File: src/rtl/store_buffer_if.sv
`default_nettype none
// ============================================================================
// Module     : store_buffer_if
// Purpose    : Bundles the CPU store/load handshakes and the data-memory port
//              of the posted-write store buffer.
// Ports      : master - CPU + data memory side (drives requests, MemDataOut)
//              slave  - store buffer side (drives ready/forwarding/memory ctrl)
// Revision   : 1.0 - initial release
// ============================================================================
interface store_buffer_if #(
  parameter int DEPTH = 4,
  parameter int AW    = 5,
  parameter int DW    = 32
);
  localparam int CW = $clog2(DEPTH) + 1;

  // CPU store side
  logic          StReq;
  logic [AW-1:0] StAddr;
  logic [DW-1:0] StData;
  logic          StReady;
  // CPU load side
  logic          LdReq;
  logic [AW-1:0] LdAddr;
  logic          LdReady;
  logic [DW-1:0] LdData;
  logic          LdHit;
  // data memory port
  logic [AW-1:0] MemAddr;
  logic [DW-1:0] MemDataIn;
  logic          MemW;
  logic          MemR;
  logic [DW-1:0] MemDataOut;
  // occupancy
  logic [CW-1:0] Count;
  logic          Empty;

  modport slave (
    input  StReq, StAddr, StData, LdReq, LdAddr, MemDataOut,
    output StReady, LdReady, LdData, LdHit, MemAddr, MemDataIn, MemW, MemR,
           Count, Empty
  );

  modport master (
    output StReq, StAddr, StData, LdReq, LdAddr, MemDataOut,
    input  StReady, LdReady, LdData, LdHit, MemAddr, MemDataIn, MemW, MemR,
           Count, Empty
  );
endinterface
`default_nettype wire

File: src/rtl/store_buffer.sv
`default_nettype none
// ============================================================================
// Module     : store_buffer
// Purpose    : Posted-write FIFO between the CPU memory stage and the data
//              memory. Stores are queued and drained one per cycle whenever
//              the memory port is not used by a load; loads forward from the
//              youngest matching queued store; a starvation counter forces a
//              drain after STARVE_MAX consecutive load-blocked cycles.
// Ports      : CLK - clock (posedge)
//              RST - asynchronous active-high reset
//              sb  - store_buffer_if.slave (store/load handshakes, memory
//                    port, Count/Empty status)
// Revision   : 1.0 - initial release
// ============================================================================
module store_buffer #(
  parameter int DEPTH      = 4,
  parameter int AW         = 5,
  parameter int DW         = 32,
  parameter int STARVE_MAX = 8
) (
  input  logic           CLK,
  input  logic           RST,
  store_buffer_if.slave  sb
);
  localparam int PW = $clog2(DEPTH);
  localparam int CW = PW + 1;
  localparam int SW = $clog2(STARVE_MAX) + 1;
  localparam logic [CW-1:0] C_DEPTH       = CW'(DEPTH);
  localparam logic [SW-1:0] C_STARVE_LAST = SW'(STARVE_MAX - 1);

  logic [AW-1:0] addr_q [DEPTH];
  logic [DW-1:0] data_q [DEPTH];

  logic [PW-1:0] head_q, head_d;
  logic [PW-1:0] tail_q, tail_d;
  logic [CW-1:0] count_q, count_d;
  logic [SW-1:0] starve_q, starve_d;
  logic          force_q, force_d;

  logic          empty, force_cycle, push, pop, ld_serviced;
  logic          st_ready, ld_ready, ld_hit, mem_w, mem_r;
  logic [AW-1:0] mem_addr;
  logic [DW-1:0] mem_din, ld_data;
  logic [PW-1:0] idx;

  // Port arbitration, pointer/occupancy and starvation next-state
  always_comb begin
    empty       = (count_q == '0);
    force_cycle = force_q && !empty;
    // Readiness looks only at the registered count: a same-cycle pop never
    // frees a slot for a push.
    st_ready    = (count_q < C_DEPTH);
    push        = sb.StReq && st_ready;

    ld_ready = 1'b1;
    mem_w    = 1'b0;
    mem_r    = 1'b0;
    mem_addr = '0;
    mem_din  = '0;
    pop      = 1'b0;

    if (force_cycle) begin
      ld_ready = 1'b0;
      mem_w    = 1'b1;
      mem_addr = addr_q[head_q];
      mem_din  = data_q[head_q];
      pop      = 1'b1;
    end else if (sb.LdReq) begin
      mem_r    = 1'b1;
      mem_addr = sb.LdAddr;
    end else if (!empty) begin
      mem_w    = 1'b1;
      mem_addr = addr_q[head_q];
      mem_din  = data_q[head_q];
      pop      = 1'b1;
    end

    ld_serviced = sb.LdReq && ld_ready;

    head_d  = pop  ? head_q + 1'b1 : head_q;
    tail_d  = push ? tail_q + 1'b1 : tail_q;
    count_d = count_q + CW'(push) - CW'(pop);

    // Force is a one-cycle pulse raised on the load that would take the
    // counter past STARVE_MAX-1; the forced pop then clears the counter.
    force_d  = 1'b0;
    starve_d = starve_q;
    if (empty || pop) begin
      starve_d = '0;
    end else if (ld_serviced) begin
      if (starve_q == C_STARVE_LAST) begin
        starve_d = '0;
        force_d  = 1'b1;
      end else begin
        starve_d = starve_q + 1'b1;
      end
    end
  end

  // Load forwarding: walk from oldest (head) to youngest so the last match
  // wins. Uses registered state only, so a same-cycle push is invisible and
  // an entry popped this cycle still forwards.
  always_comb begin
    ld_data = sb.MemDataOut;
    ld_hit  = 1'b0;
    idx     = head_q;
    for (int i = 0; i < DEPTH; i++) begin
      idx = head_q + PW'(i);
      if ((i < int'(count_q)) && (addr_q[idx] == sb.LdAddr)) begin
        ld_data = data_q[idx];
        ld_hit  = 1'b1;
      end
    end
  end

  always_ff @(posedge CLK or posedge RST) begin
    if (RST) begin
      head_q   <= '0;
      tail_q   <= '0;
      count_q  <= '0;
      starve_q <= '0;
      force_q  <= 1'b0;
    end else begin
      head_q   <= head_d;
      tail_q   <= tail_d;
      count_q  <= count_d;
      starve_q <= starve_d;
      force_q  <= force_d;
    end
  end

  // Entry storage needs no reset: validity is defined by head/count.
  always_ff @(posedge CLK) begin
    if (push) begin
      addr_q[tail_q] <= sb.StAddr;
      data_q[tail_q] <= sb.StData;
    end
  end

  assign sb.StReady   = st_ready;
  assign sb.LdReady   = ld_ready;
  assign sb.LdData    = ld_data;
  assign sb.LdHit     = ld_hit;
  assign sb.MemAddr   = mem_addr;
  assign sb.MemDataIn = mem_din;
  assign sb.MemW      = mem_w;
  assign sb.MemR      = mem_r;
  assign sb.Count     = count_q;
  assign sb.Empty     = empty;

endmodule
`default_nettype wire

File: src/flat_wrapper.sv
// flat-port wrapper written by rule: the top's interface ports become plain ports
module store_buffer_flat 
#(
  parameter int DEPTH      = 4,
  parameter int AW         = 5,
  parameter int DW         = 32,
  parameter int STARVE_MAX = 8
)
  (CLK, RST, sb_StReq, sb_StAddr, sb_StData, sb_LdReq, sb_LdAddr, sb_MemDataOut, sb_StReady, sb_LdReady, sb_LdData, sb_LdHit, sb_MemAddr, sb_MemDataIn, sb_MemW, sb_MemR, sb_Count, sb_Empty);
  store_buffer_if #(.DEPTH(DEPTH), .AW(AW), .DW(DW)) sb_i ();
  input  logic CLK;
  input  logic RST;
  input wire logic [$bits(sb_i.StReq)-1:0] sb_StReq;
  input wire logic [$bits(sb_i.StAddr)-1:0] sb_StAddr;
  input wire logic [$bits(sb_i.StData)-1:0] sb_StData;
  input wire logic [$bits(sb_i.LdReq)-1:0] sb_LdReq;
  input wire logic [$bits(sb_i.LdAddr)-1:0] sb_LdAddr;
  input wire logic [$bits(sb_i.MemDataOut)-1:0] sb_MemDataOut;
  output wire logic [$bits(sb_i.StReady)-1:0] sb_StReady;
  output wire logic [$bits(sb_i.LdReady)-1:0] sb_LdReady;
  output wire logic [$bits(sb_i.LdData)-1:0] sb_LdData;
  output wire logic [$bits(sb_i.LdHit)-1:0] sb_LdHit;
  output wire logic [$bits(sb_i.MemAddr)-1:0] sb_MemAddr;
  output wire logic [$bits(sb_i.MemDataIn)-1:0] sb_MemDataIn;
  output wire logic [$bits(sb_i.MemW)-1:0] sb_MemW;
  output wire logic [$bits(sb_i.MemR)-1:0] sb_MemR;
  output wire logic [$bits(sb_i.Count)-1:0] sb_Count;
  output wire logic [$bits(sb_i.Empty)-1:0] sb_Empty;
  assign sb_i.StReq = sb_StReq;
  assign sb_i.StAddr = sb_StAddr;
  assign sb_i.StData = sb_StData;
  assign sb_i.LdReq = sb_LdReq;
  assign sb_i.LdAddr = sb_LdAddr;
  assign sb_i.MemDataOut = sb_MemDataOut;
  assign sb_StReady = sb_i.StReady;
  assign sb_LdReady = sb_i.LdReady;
  assign sb_LdData = sb_i.LdData;
  assign sb_LdHit = sb_i.LdHit;
  assign sb_MemAddr = sb_i.MemAddr;
  assign sb_MemDataIn = sb_i.MemDataIn;
  assign sb_MemW = sb_i.MemW;
  assign sb_MemR = sb_i.MemR;
  assign sb_Count = sb_i.Count;
  assign sb_Empty = sb_i.Empty;
  store_buffer #(.DEPTH(DEPTH), .AW(AW), .DW(DW), .STARVE_MAX(STARVE_MAX)) u_core (.CLK(CLK), .RST(RST), .sb(sb_i));
endmodule
File: config.mk
export PLATFORM = sky130hd
export DESIGN_NAME = store_buffer_flat
export DESIGN_NICKNAME = d
export VERILOG_FILES = /design/src/rtl/store_buffer_if.sv /design/src/rtl/store_buffer.sv /design/src/flat_wrapper.sv
export SDC_FILE = /design/constraint.sdc
export NUM_CORES = 1
export LEC_CHECK = 0
export CORE_MARGIN = 3
export CORE_UTILIZATION = 40
export DETAILED_ROUTE_END_ITERATION = 16
export PLACE_DENSITY_LB_ADDON = 0.05
export SETUP_SLACK_MARGIN = 0.4
export SYNTH_ARGS = -nofsm -noshare
export SYNTH_HDL_FRONTEND = slang
export SYNTH_SLANG_ARGS = --single-unit
File: constraint.sdc
create_clock -name CLK -period 5.7 [get_ports CLK]
set_input_delay 1.425 -clock CLK [delete_from_list [all_inputs] [get_ports CLK]]
set_output_delay 1.425 -clock CLK [all_outputs]
set_load 0.1 [all_outputs]
==> run_results.csv, run 1 <==
group,metric,value,unit
layout,nets,1115,
global_routing,grt.total_usage,0.209,
global_routing,grt_pass1_wl,46500,um
place,gp_congestion,0.760,
clock_tree,root_buffer,"clkbuf_16",
synthesis,yosysSeqAreaShare,0.447,
clock_tree,cts_inserted_buffers,17,
setup_path,worstPathRequired,4280,ps
layout,n_fill_cell,2262,
synthesis,syn-cell-area,10600,um^2
place,place_hpwl,19600,um
setup_path,r2r_slack,2810,ps
synthesis,syn_inst,908,
timing,finalCritPeriodShare,0.917,
global_routing,grt_max_degree,102,
setup_path,worstRegToRegCells,11,
floorplanning,die_w,169,um
synthesis,yosysMostFrequentCell,"edfxtp_1",
timing,fin_worst_skew,10.9,ps
timing,worst_slew_pin_slew,1000,ps
timing,setup-violations-final,0,
clock_tree,cts_max_level,4,
layout,diodes,0,
routing,ant_nets,0,
routing,drcViolationCount,0,
synthesis,synth-simple-area-share,0.0873,
synthesis,synth-edff-count,148,
clock_tree,cts.clk_slew.worst_paths,70,ps
floorplanning,rows,58,
flow_run,cap_violations,0,
layout,final_cells,1370,
worst_hold_path,holdPathEnd,"u_core.starve_q[0]$_DFFE_PP0P_",
layout,ff_latch_area,4750,um^2
layout,final_util,0.524,
global_routing,antenna_found_initial,4,
synthesis,synth_top_family_by_area,"multiplexers",
layout,drive_gt1_frac,0.321,
floorplanning,io-pin-count,156,
setup_path,cp.arrival,3800,ps
floorplanning,fp.dieH,169,um
synthesis,syn-mean-instance-area,11.7,um^2
layout,synthToLayoutAreaGrowth,26.6,%
setup_path,cp-end-kind,"output port",
synthesis,synth_top_cell_by_area,"edfxtp_1",
worst_hold_path,min_path_type,"register to register",
timing,fin_setup_tns,0,ps
status,outcome,"finished clean",
clock_tree,clock_latency,430,ps
timing,finalHoldViolations,0,
synthesis,synth_area_leaders,"edfxtp_1 (42%), mux2_2 (10%), mux2i_1 (9.1%), mux4_2 (4.2%), nor2_1 (3.6%)",
routing,dr.pass1.iters,5,
synthesis,async_flop_share,0.0750,
setup_path,crit_fanout,16,
synthesis,synth_compound_area_frac,0.149,
global_routing,grt_pass1_vias,8007,
routing,viasPerCell,5.90,
setup_path,crit_type,"primary input to output port",
timing,slew_viol_final,0,
setup_path,timing.rr.end,"u_core.sb.Count[2]$_DFF_PP0_",
clock_tree,cts_tree,"yes",
synthesis,synth_xor_area_frac,0.0206,
synthesis,synth.area.mux_share,0.235,
routing,routed_wl,30200,um
synthesis,synth_top_cells_by_count,"edfxtp_1 (148), nor2_1 (102), mux2_2 (96), mux2i_1 (96), o21ai_0 (64)",
global_routing,grt-ovfl-total,0,
synthesis,yosys_register_bits,160,
timing,timing.slew.headroom,0.331,
routing,wl_per_cell,22.1,um
synthesis,ys.flop_type,"edfxtp_1",
place,place.port_buffers,155,
place,dp_cells,1336,
floorplanning,die_area,28500,um^2
setup_path,timing.rr.start,"u_core.sb.Count[2]$_DFF_PP0_",
worst_hold_path,hold_depth,1,
synthesis,synth_cell_type_count,39,
synthesis,syn_nets,996,
timing,period_needed,5230,ps
routing,vias,8086,
floorplanning,core_area,25600,um^2
synthesis,synth-warning-count,0,
routing,drt_iter0_drc,612,
synthesis,synth_top_cell_area_share,0.419,
clock_tree,cts.path.max_buffers,2,
setup_path,startpoint_type,"primary input",
layout,multi_input_area,5460,um^2
synthesis,yosys.area_share.adder,0.0125,
worst_hold_path,hold_path_startpoint,"u_core.starve_q[0]$_DFFE_PP0P_",
timing,rsz0062_at_grt,"yes",
floorplanning,initial_core_util,0.414,
clock_tree,cts_sinks,160,
timing,fmax,191,MHz
clock_tree,ctsHoldBuffers,0,
-- critical path, stage by stage --
cell and delay (ps):
clkdlybuf4s50_1 540, xor2_1 250, nor4_4 270, buf_4 190, buf_4 250, a22oi_1 130, a221oi_1 320, o31a_2 220
buf_12 180
-- metal layers --
metal  vias up  routed length, um  track usage
met5         -                 46            0
met4         8                653       0.0598
met3        46               1830       0.0392
met2       270              14400        0.344
met1      4031              13300        0.285
li1       3731                  -            -
-- registers in the layout (all words and copies together) (netlist names) --
signal and count:
u_core.force_q 1, u_core.head_q 2, u_core.starve_q 4, u_core.data_q 128, u_core.addr_q 20, u_core.sb.Count 3
u_core.tail_q 2
-- cell usage in the layout, fill, tap and decap left out, drive strengths merged, types with 37 or more instances in the layout --
cell / n
nor3: 37
buf: 107
mux2: 96
edfxtp: 148
nor2: 102
o21ai: 66
mux2i: 96
clkdlybuf4s50: 83
and2: 37
-- worst max-delay path by stage --
stage | startpoint | endpoint | slack [ps] | cells after the start
2_1_floorplan | u_core.sb.Count[2]$_DFF_PP0_ | sb_MemAddr[0] | 460 | 4
3_3_place_gp | sb_LdAddr[0] | sb_LdData[0] | 390 | 9
3_5_place_dp | sb_LdAddr[0] | sb_LdData[18] | 420 | 9
4_1_cts | sb_LdAddr[0] | sb_LdData[18] | 420 | 9
5_1_grt | sb_LdAddr[2] | sb_LdData[25] | 340 | 9
6_report | sb_LdAddr[2] | sb_LdData[27] | 470 | 9
-- layout make-up --
class | count | area share
Clock buffer | 21 | 0.0374
Clock inverter | 11 | 0.00671
Inverter | 13 | 0.00363
Multi-Input combinational cell | 645 | 0.406
Sequential cell | 160 | 0.354
Tap cell | 330 | 0.0307
Timing Repair Buffer | 190 | 0.161
-- through the flow --
| step | setup WS [ps] | cell area, um^2 | hold slack, ps |
|---|---|---|---|
| floorplan | 461 | 10700 | 440 |
| global placement | 393 | 12800 | 463 |
| detailed placement | 423 | 12800 | 468 |
| CTS | 417 | 13400 | 480 |
| global route | 339 | 13400 | 503 |
| finish | 475 | 13400 | 474 |
-- cell families (layout without fill, tap and decap cells) --
kind of cell,Yosys count,count (layout)
XOR/XNOR,25,25
adder cells (fa/ha/maj),10,10
multiplexers,212,212
AND/OR/NAND/NOR,196,196
flip-flops,160,160
buffers and inverters,103,235
AO/OA/AOI/OAI,202,202
-- what timing repair did --
action                                  4_1_cts  5_1_grt
endpoints found under the setup margin        0       21
resized for setup                             0        3
setup buffers                                 0        2
endpoints found under the hold margin         0        0
Power of run 1 is not shown: default switching activity piles up to over one toggle a cycle in this logic, so the estimate is an artifact.
==> run 2: changes to the inputs <==
Settings changed: CORE_UTILIZATION 40 to 39.
==> run 2 against run 1 <==
  * Via count down 0.41%
  * Die area is 2.5% higher
  * Core utilization shrank 1.8 points
  * First-iteration DRC count fell by 21%
  * Sequential cell count unchanged
  * Clock skew decreased by 1.8 ps
  * Fmax hardly changed
  * Register-to-register slack better by 250 ps
  * Final cell count about the same
  * Sequential share of layout area up 0.12 points
  * Setup slack is essentially flat
==> run_results.csv, run 2 (synthesis gave the netlist of run 1 again) <==
group,metric,value,unit
timing,timing.slew.headroom,0.350,
floorplanning,fp.dieH,171,um
clock_tree,cts.path.max_buffers,2,
timing,period_needed,5220,ps
worst_hold_path,min_path_type,"register to register",
clock_tree,cts_tree,"yes",
floorplanning,io-pin-count,156,
global_routing,grt_pass1_vias,8197,
place,gp_congestion,0.735,
worst_hold_path,hold_depth,1,
floorplanning,die_w,171,um
setup_path,timing.rr.start,"u_core.sb.Count[2]$_DFF_PP0_",
floorplanning,initial_core_util,0.401,
global_routing,grt-ovfl-total,0,
routing,wl_per_cell,22.3,um
routing,routed_wl,30600,um
floorplanning,core_area,26400,um^2
clock_tree,root_buffer,"clkbuf_16",
timing,worst_slew_pin_slew,971,ps
setup_path,cp.arrival,3800,ps
setup_path,crit_type,"primary input to output port",
setup_path,worstPathRequired,4280,ps
routing,drcViolationCount,0,
layout,synthToLayoutAreaGrowth,26.2,%
floorplanning,rows,59,
timing,finalCritPeriodShare,0.917,
layout,layout_commonest_cell,"edfxtp_1",
global_routing,antenna_found_initial,1,
layout,final_cell_mix,"edfxtp_1 (148), nor2_1 (101), mux2_2 (96), mux2i_1 (96), clkdlybuf4s50_1 (82)",
global_routing,grt_pass1_wl,46800,um
setup_path,worstRegToRegCells,10,
clock_tree,cts_sinks,160,
global_routing,grt_busiest_layer,"met2",
global_routing,grt_max_degree,106,
routing,viasPerCell,5.87,
clock_tree,ctsHoldBuffers,0,
layout,nets,1111,
worst_hold_path,hold_path_startpoint,"u_core.starve_q[0]$_DFFE_PP0P_",
setup_path,crit_start,"sb_LdAddr[0]",
place,place.port_buffers,155,
global_routing,gr-usage-met3,0.0330,
timing,fmax,191,MHz
routing,dr.pass1.iters,5,
layout,diodes,0,
status,outcome,"finished clean",
clock_tree,clock_latency,430,ps
layout,reg.largest.list,"u_core.data_q (128), u_core.addr_q (20), u_core.starve_q (4)",
global_routing,grt.total_usage,0.209,
layout,ff_latch_area,4750,um^2
timing,slew_viol_final,0,
setup_path,startpoint_type,"primary input",
timing,rsz0062_at_grt,"yes",
clock_tree,cts.clk_slew.worst_paths,70,ps
global_routing,met2_usage,0.352,
timing,finalHoldViolations,0,
setup_path,crit_fanout,22,
global_routing,met1_usage,0.285,
timing,fin_worst_skew,9.08,ps
timing,fin_setup_tns,0,ps
setup_path,cp-end-kind,"output port",
place,place_hpwl,19800,um
clock_tree,cts_inserted_buffers,17,
setup_path,timing.rr.end,"u_core.sb.Count[2]$_DFF_PP0_",
flow_run,cap_violations,0,
clock_tree,cts_setup_buffers,0,
layout,multi_input_area,5460,um^2
floorplanning,die_area,29200,um^2
layout,largest-register,"u_core.data_q",
timing,setup-violations-final,0,
routing,vias,8053,
clock_tree,cts_max_level,4,
worst_hold_path,holdPathEnd,"u_core.starve_q[0]$_DFFE_PP0P_",
setup_path,r2r_slack,3060,ps
layout,n_fill_cell,2353,
layout,largest_register_ffs,128,
routing,ant_nets,0,
routing,drt_iter0_drc,484,
layout,drive_gt1_frac,0.318,
run 2: cell types whose count changed in the layout (fill, tap and decap cells not counted), sizes merged:
cell,previous run,this run
clkinv,5,4
clkinvlp,2,0
clkdlybuf4s50,83,82
buf,107,103
clkbuf,21,18
dlymetal6s2s,0,1
bufinv,0,1
inv,17,22
run 2: worst max path at each step:
| stage | endpoint | slack [ps] | cells after the start |
|---|---|---|---|
| CTS | sb_LdData[0] | 420 | 9 |
| finish | sb_LdData[3] | 480 | 9 |
| floorplan | sb_MemAddr[0] | 460 | 4 |
| detailed placement | sb_LdData[4] | 390 | 9 |
| global placement | sb_LdData[4] | 440 | 9 |
| global route | sb_LdData[17] | 370 | 8 |
run 2: layer usage:
layer,vias up,part of all wire
li1,3726,-
met1,4082,0.46
met2,210,0.48
met3,33,0.042
met4,2,0.014
met5,-,0.00056
run 2: worst max-delay path, stage by stage:
cell	delay [ps]
clkdlybuf4s50_1	420
buf_4	180
xor2_1	190
nor4_4	340
and2_2	200
buf_4	340
a221oi_1	150
o31a_2	380
buf_12	180
run 2: through the flow:
stage,instance area [um^2],cells,hold WS (ps),worst slack [ps],utilization
6_report,13400,1371,473,475,0.507
5_1_grt,13400,1371,495,373,0.507
4_1_cts,13400,1371,479,416,0.506
3_5_place_dp,12800,1339,468,394,0.484
3_3_place_gp,12800,1339,461,442,0.484
2_1_floorplan,10700,908,440,461,-
run 2: repair_timing:
item	in CTS	in global routing
gates resized for setup	1	3
setup endpoints to repair	1	25
pin swaps	0	0
hold endpoints to repair	0	0
cloned	0	0
run 2: final cells by class:
class | instances | share of cell area
clock buffer | 18 | 0.0328
clock inverter | 14 | 0.0107
inverter | 13 | 0.00364
multi-input combinational | 645 | 0.408
sequential | 160 | 0.355
tap | 335 | 0.0313
timing repair buffer | 186 | 0.159
Power of run 2 is left out for the same reason.
